$ cat src/rtl/fetch_unit.sv
// fetch_unit -- instruction fetch stage.
//
// Holds the program counter, presents it to a combinational-read instruction
// memory on addy, and latches the returned word into the instruction register
// one cycle later. A small FSM (BOOT -> FETCH -> HALT) sequences start-up and
// the sticky halt.
//
// Configuration macro: FETCH_WRAP_HALT_EN
//   undefined (default): PC wraps 1023 -> 0 and fetching continues.
//   defined: the fetch from 1023 is latched, then the unit halts with PC = 1023.
//
// Ports:
//   clock        in   rising-edge clock
//   reset        in   asynchronous, active-high reset
//   stall        in   hold PC and IR this cycle (any coincident branch is dropped)
//   branchTaken  in   redirect fetch to branchTarget
//   branchTarget in   [9:0] redirect address
//   halt         in   stop fetching; sticky until reset
//   RAMOuput     in   [31:0] instruction memory read data for addy
//   addy         out  [9:0] current PC
//   instruction  out  [31:0] instruction register
//   pcOfInstr    out  [9:0] address the instruction register was fetched from
//   valid        out  instruction register holds a live instruction
//   halted       out  unit is in HALT
module fetch_unit #(
    parameter logic [9:0] RESET_PC = 10'd0
) (
    input  logic        clock,
    input  logic        reset,
    input  logic        stall,
    input  logic        branchTaken,
    input  logic [9:0]  branchTarget,
    input  logic        halt,
    input  logic [31:0] RAMOuput,
    output logic [9:0]  addy,
    output logic [31:0] instruction,
    output logic [9:0]  pcOfInstr,
    output logic        valid,
    output logic        halted
);

    typedef enum logic [1:0] {BOOT, FETCH, HALT} state_t;

    state_t      state, state_nxt;
    logic [9:0]  pc_p0, pc_nxt;
    logic [31:0] ir_p1, ir_nxt;
    logic [9:0]  pc_of_instr_p1, pc_of_instr_nxt;
    logic        vld_p1, vld_nxt;
    // Set after the last fetch from address 1023 when overflow halts the unit;
    // turns into a halt on the following FETCH cycle.
    logic        wrap_pend, wrap_pend_nxt;

    always_ff @(posedge clock or posedge reset) begin
        if (reset) begin
            state          <= BOOT;
            pc_p0          <= RESET_PC;
            ir_p1          <= 32'd0;
            pc_of_instr_p1 <= 10'd0;
            vld_p1         <= 1'b0;
            wrap_pend      <= 1'b0;
        end else begin
            state          <= state_nxt;
            pc_p0          <= pc_nxt;
            ir_p1          <= ir_nxt;
            pc_of_instr_p1 <= pc_of_instr_nxt;
            vld_p1         <= vld_nxt;
            wrap_pend      <= wrap_pend_nxt;
        end
    end

    always_comb begin
        state_nxt       = state;
        pc_nxt          = pc_p0;
        ir_nxt          = ir_p1;
        pc_of_instr_nxt = pc_of_instr_p1;
        vld_nxt         = vld_p1;
        wrap_pend_nxt   = wrap_pend;
        case (state)
            BOOT: begin
                // halt seen during the boot cycle diverts straight into HALT
                state_nxt = halt ? HALT : FETCH;
            end
            FETCH: begin
                if (halt || wrap_pend) begin
                    state_nxt     = HALT;
                    ir_nxt        = 32'd0;
                    vld_nxt       = 1'b0;
                    wrap_pend_nxt = 1'b0;
                end else if (stall) begin
                    // hold everything; a branch requested now is dropped
                end else if (branchTaken) begin
                    // squash the wrong-path word currently being read
                    pc_nxt  = branchTarget;
                    ir_nxt  = 32'd0;
                    vld_nxt = 1'b0;
                end else begin
                    ir_nxt          = RAMOuput;
                    pc_of_instr_nxt = pc_p0;
                    vld_nxt         = 1'b1;
                    pc_nxt          = pc_p0 + 10'd1;
`ifdef FETCH_WRAP_HALT_EN
                    if (pc_p0 == 10'd1023) begin
                        pc_nxt        = pc_p0;
                        wrap_pend_nxt = 1'b1;
                    end
`endif
                end
            end
            HALT: begin
                // sticky: only reset leaves HALT
            end
            default: begin
                state_nxt = BOOT;
            end
        endcase
    end

    assign addy        = pc_p0;
    assign instruction = ir_p1;
    assign pcOfInstr   = pc_of_instr_p1;
    assign valid       = vld_p1;
    assign halted      = (state == HALT);

endmodule

$ cat config.mk
export PLATFORM = sky130hd
export DESIGN_NAME = fetch_unit
export DESIGN_NICKNAME = d
export VERILOG_FILES = /design/src/rtl/fetch_unit.sv
export SDC_FILE = /design/constraint.sdc
export NUM_CORES = 1
export LEC_CHECK = 0
export BUFFER_PORTS_ARGS = -buffer_cell sky130_fd_sc_hd__buf_2
export CAP_MARGIN = 40
export CORE_MARGIN = 3
export CORE_UTILIZATION = 35
export DETAILED_ROUTE_END_ITERATION = 10
export GPL_ROUTABILITY_DRIVEN = 0
export GPL_TIMING_DRIVEN = 1
export PLACE_DENSITY = 0.65
export SLEW_MARGIN = 20
export SYNTH_ARGS = -nofsm -noshare
export SYNTH_HDL_FRONTEND = slang
export SYNTH_SLANG_ARGS = --single-unit
$ cat constraint.sdc
create_clock -name clock -period 2.1 [get_ports clock]
set_clock_uncertainty 0.15 [all_clocks]
set_input_delay 0.42 -clock clock [delete_from_list [all_inputs] [get_ports clock]]
set_output_delay 0.42 -clock clock [all_outputs]
set_load 0.01 [all_outputs]
==> After elaboration in Yosys (flattened, before gate mapping) <==
Cells that the tools add are included.
{ "totals": {"regBits": 55, "in_bits": 47, "out_inout_bits": 54, "elab_cells": 29} }
{ "classes": {"add_sub_neg": 1, "eq_ne": 4, "muxes": 10, "bitwise_logic": 4, "reduce_logical": 5} }
{ "ops": {"columns": ["cell", "n"], "rows": [
  ["two-way mux 32 bit", 3],
  ["adder 10 x 1 -> 10 bit (second input constant)", 1],
  ["two-way mux 10 bit", 1],
  ["one-hot mux 2 bit (3 select lines)", 1],
  ["two-way mux 2 bit", 2],
  ["NOT 1 bit", 4],
  ["AND reduction 2 bit", 2],
  ["AND reduction 4 bit", 1],
  ["two-way mux 1 bit", 3],
  ["AND reduction 3 bit", 1],
  ["== test 2 x 1 -> 1 bit (second input constant)", 1],
  ["== test 2 bit (second input constant)", 1],
  ["zero test 2 bit", 1],
  ["!= test 2 x 1 -> 1 bit (second input constant)", 1],
  ["!= test 2 bit (second input constant)", 1]
]} }

==> Logic depth before layout (Yosys ltp) <==
{ "depth": {"ltp_word": 3, "mapped_depth": 5, "ltp_nobuf": 5} }

==> Worst setup path after synthesis <==
OpenSTA, ideal clock, no wires.
{ "synth_timing": {"path_kind": "input -> register", "startpoint": "input port halt", "endpoint": "register pc_of_instr_p1[0], in the netlist pcOfInstr[0]", "setup_ns": 0.125, "arrival_time_ns": 1.589, "required_time_ns": 1.825, "setup_slack_ns": 0.237, "cell_stages": 4, "n_path_buf": 1, "path_cell_list": "or4b_4 > nor2_4 > buf_6 > mux2_2"} }
{ "synth_between": {"elab_chain_cells": 2} }
{ "synth_rtl": {"columns": ["element", "line", "rtl"], "rows": [
  ["start, declared", "33", "input logic halt,"],
  ["NOT 1 bit (no line)", null, null],
  ["AND reduction 4 bit (no line)", null, null],
  ["end signal, assigned", "65", "pc_of_instr_p1 <= pc_of_instr_nxt;"],
  ["end, declared", "47", "logic [9:0] pc_of_instr_p1, pc_of_instr_nxt;"]
]} }
No other way between the ends.
A chain may end at the register's enable or synchronous reset.

==> Final worst setup path <==
{ "layout_timing": {"startpoint": "register state[1]", "endpoint": "register ir_p1[4], in the netlist instruction[4]"} }
{ "layout_between": {"elab_chain_cells": 2} }
{ "layout_rtl": {"columns": ["element", "line", "rtl"], "rows": [
  ["start, declared", "44", "state_t state, state_nxt;"],
  ["start signal, assigned", "62", "state <= state_nxt;"],
  ["== test 2 x 1 -> 1 bit", "78", "case (state)"],
  ["AND reduction 2 bit (no line)", null, null],
  ["end signal, assigned", "64", "ir_p1 <= ir_nxt;"],
  ["end, declared", "46", "logic [31:0] ir_p1, ir_nxt;"]
]} }
No other way between the ends.

==> results.json <==
{
  "synth_nets": 222,
  "synthCells": 174,
  "critPathLaunchType": "flop",
  "worst_slew_pin_slew_ns": 0.437,
  "p_per_area_nw_per_um2": 775,
  "status": "finished clean",
  "clk_latency_ns": 0.30,
  "num_io_pins": 101,
  "clock_path_buffers": 2,
  "nets": 328,
  "fin_crit_sh_pct": 91.2,
  "maxSlewHeadroom_pct": 70.9,
  "synth_ff_type": "dfrtp_1",
  "synthArstFlopShare_pct": 100,
  "diodes": 0,
  "drc_errors": 0,
  "ir_worst_vdd_mv": 0.328,
  "final.setup.tns_ns": 0,
  "critical_path_arrival_ns": 2.00,
  "vias": 1845,
  "core_area_um2": 6030,
  "yosysSeqAreaShare_pct": 62.0,
  "clock_sinks": 55,
  "synth_edf_count": 0,
  "crit_path_top_delay_cell": "or4b_4",
  "dp_hpwl_mm": 3.96,
  "tritoncts": "done",
  "min_path_type": "in -> reg",
  "drive_gt1_share_pct": 47.0,
  "fin_hold_ws_ns": 0.179,
  "synth.area.top_cells": "dfrtp_1, a22o_1, mux2_2",
  "drv_slew": 0,
  "grt_pass1_wl_mm": 8.88,
  "totalWireLength_mm": 5.44,
  "avgSynthCellArea_um2": 12.8,
  "cts_root_buf": "clkbuf_8",
  "min_period_ns": 1.92,
  "hold_viol": 0,
  "final-instance-count-excl-fill": 356,
  "ant_nets": 0,
  "path_max_fanout": 17,
  "initial_utilization_pct": 36.8,
  "setup_violations": 0,
  "ys.warnings.count": 0,
  "grt_overflow_total": 0,
  "worstPathRequired_ns": 2.19,
  "drv_cap": 0,
  "dr.pass1.iters": 4,
  "viasPerCell": 5.18,
  "fp.dieW_um": 85.6,
  "grtUsageTotal_pct": 14.9,
  "max_freq_mhz": 522,
  "dieArea_um2": 7330,
  "rows": 28,
  "ys_types": 31,
  "yosys_register_bits": 55,
  "path_clk_slew_ns": 0.09,
  "yosysTopAreaCell": "dfrtp_1",
  "p_leak_nw": 1.64,
  "antenna_found_initial": 0,
  "rsz0062_at_grt": "false",
  "grt_max_degree": 34,
  "crit_chain": "or4b_4 -> nor2_4 -> buf_12 -> buf_4 -> a22o_1",
  "cts-buffers-inserted": 5,
  "crit_path_max_incr_delay_ns": 0.57,
  "wl_per_cell_um": 15.3,
  "critPathKind": "reg -> reg",
  "place.port_buffers": 100,
  "area_delta_synth_final_pct": 34.8,
  "cts_resized": 0,
  "die_h_um": 85.6,
  "dp_cells": 346,
  "syn_area_um2": 2220,
  "htreeDepth": 2,
  "grt_pass1_vias": 1811,
  "worst_setup_path_end_kind": "flop",
  "drt_iter0_markers": 64,
  "netlist.area_leader.share_pct": 62.0
}
## worst paths after layout
kind,startpoint,end,slack [ns],depth (start not counted)
worst max-delay path,state[1],instruction[4],0.18,5
min in group asynchronous,reset,instruction[29],0.51,3
max in group asynchronous,reset,instruction[6],0.68,4
worst min-delay path,halt,state[0],0.18,2
worst max register to register,state[1],instruction[4],0.18,5
worst min register to register,valid,valid,0.35,1
## flip-flops by register name, indices dropped and copies added (netlist names)
register	flops
instruction	32
addy	10
valid	1
pcOfInstr	10
state	2
## cells in the final DEF, fill, tap and decap left out, types with 4 or more instances in the layout
master      n
buf_2     100
dfrtp_1    55
a22o_1     32
a21oi_1    11
mux2_2     10
o21ai_0     8
buf_4       8
nand3_1     7
nand2_1     6
clkbuf_8    5
nor3_1      4
## stage by stage
| step | instance area [µm²] | util [%] | setup WS (ns) | power [mW] |
|---|---|---|---|---|
| global route | 2990 | 49.6 | 0.0753 | 2.43 |
| finish | 2990 | 49.6 | 0.184 | 2.32 |
| detailed placement | 2830 | 46.9 | -0.0399 | 1.54 |
| CTS | 2970 | 49.3 | 0.0633 | 2.36 |
| global placement | 2830 | 46.9 | 0.00163 | 1.53 |
| floorplan | 2220 | - | 0.187 | 1.37 |
## repair_timing
item | CTS | global route
setup buffers | 0 | 1
hold buffers | 1 | 0
endpoints found under the setup margin | 0 | 30
endpoints found under the hold margin | 18 | 0
## per-layer routing
metal | part of all wire, % | global-route usage [%] | up-vias
met5 | 0 | 0 | -
met4 | 0.94 | 5.47 | 0
met3 | 6.3 | 3.07 | 4
met2 | 48 | 23.5 | 63
met1 | 45 | 20.5 | 909
li1 | - | - | 869
## critical path: cells and delay by family (launching register included)
kind	cells	cell delay (ns)
AND/OR/NAND/NOR	2	0.71
flip-flops	1	0.44
buffers and inverters	2	0.38
AO/OA/AOI/OAI	1	0.18
## report_power, final
group          leakage (nW)  switching (mW)  internal (mW)
Clock                0.0644           0.332          0.475
Sequential            0.756          0.0724           1.14
Combinational         0.817           0.148          0.153
Total                  1.64           0.553           1.77
## kinds of logic (layout without fill, tap and decap cells)
kind of cell / Yosys count / count (layout) / synth area share (%)
DFF: 55 / 55 / 62.0
buffers and inverters: 14 / 121 / 2.99
AOI/OAI and AO/OA: 63 / 63 / 20.9
and+or+nand+nor: 28 / 28 / 7.10
adders and majority gates: 1 / 1 / 0.564
muxes: 13 / 13 / 6.43
## Yosys cell counts, drive strengths merged, types with 2 or more instances
cell and instances:
dfrtp 55, inv 3, buf 6, a21oi 11, nand3 7, mux2 10, nor2 4, nand2 6
a31oi 2, o21ai 8, nor3 4, a21o 2, a22o 32, mux2i 3, clkbuf 5, o22ai 3
## layout make-up
cell class	instances	area [µm²]
sequential	55	1380
multi-input combinational	105	783
fill	575	3030
tap	75	93.8
timing repair buffer	110	591
clock buffer	5	68.8
inverter	3	11.3
clock inverter	3	67.6
Note: power is estimated with default switching activity, not from simulation.
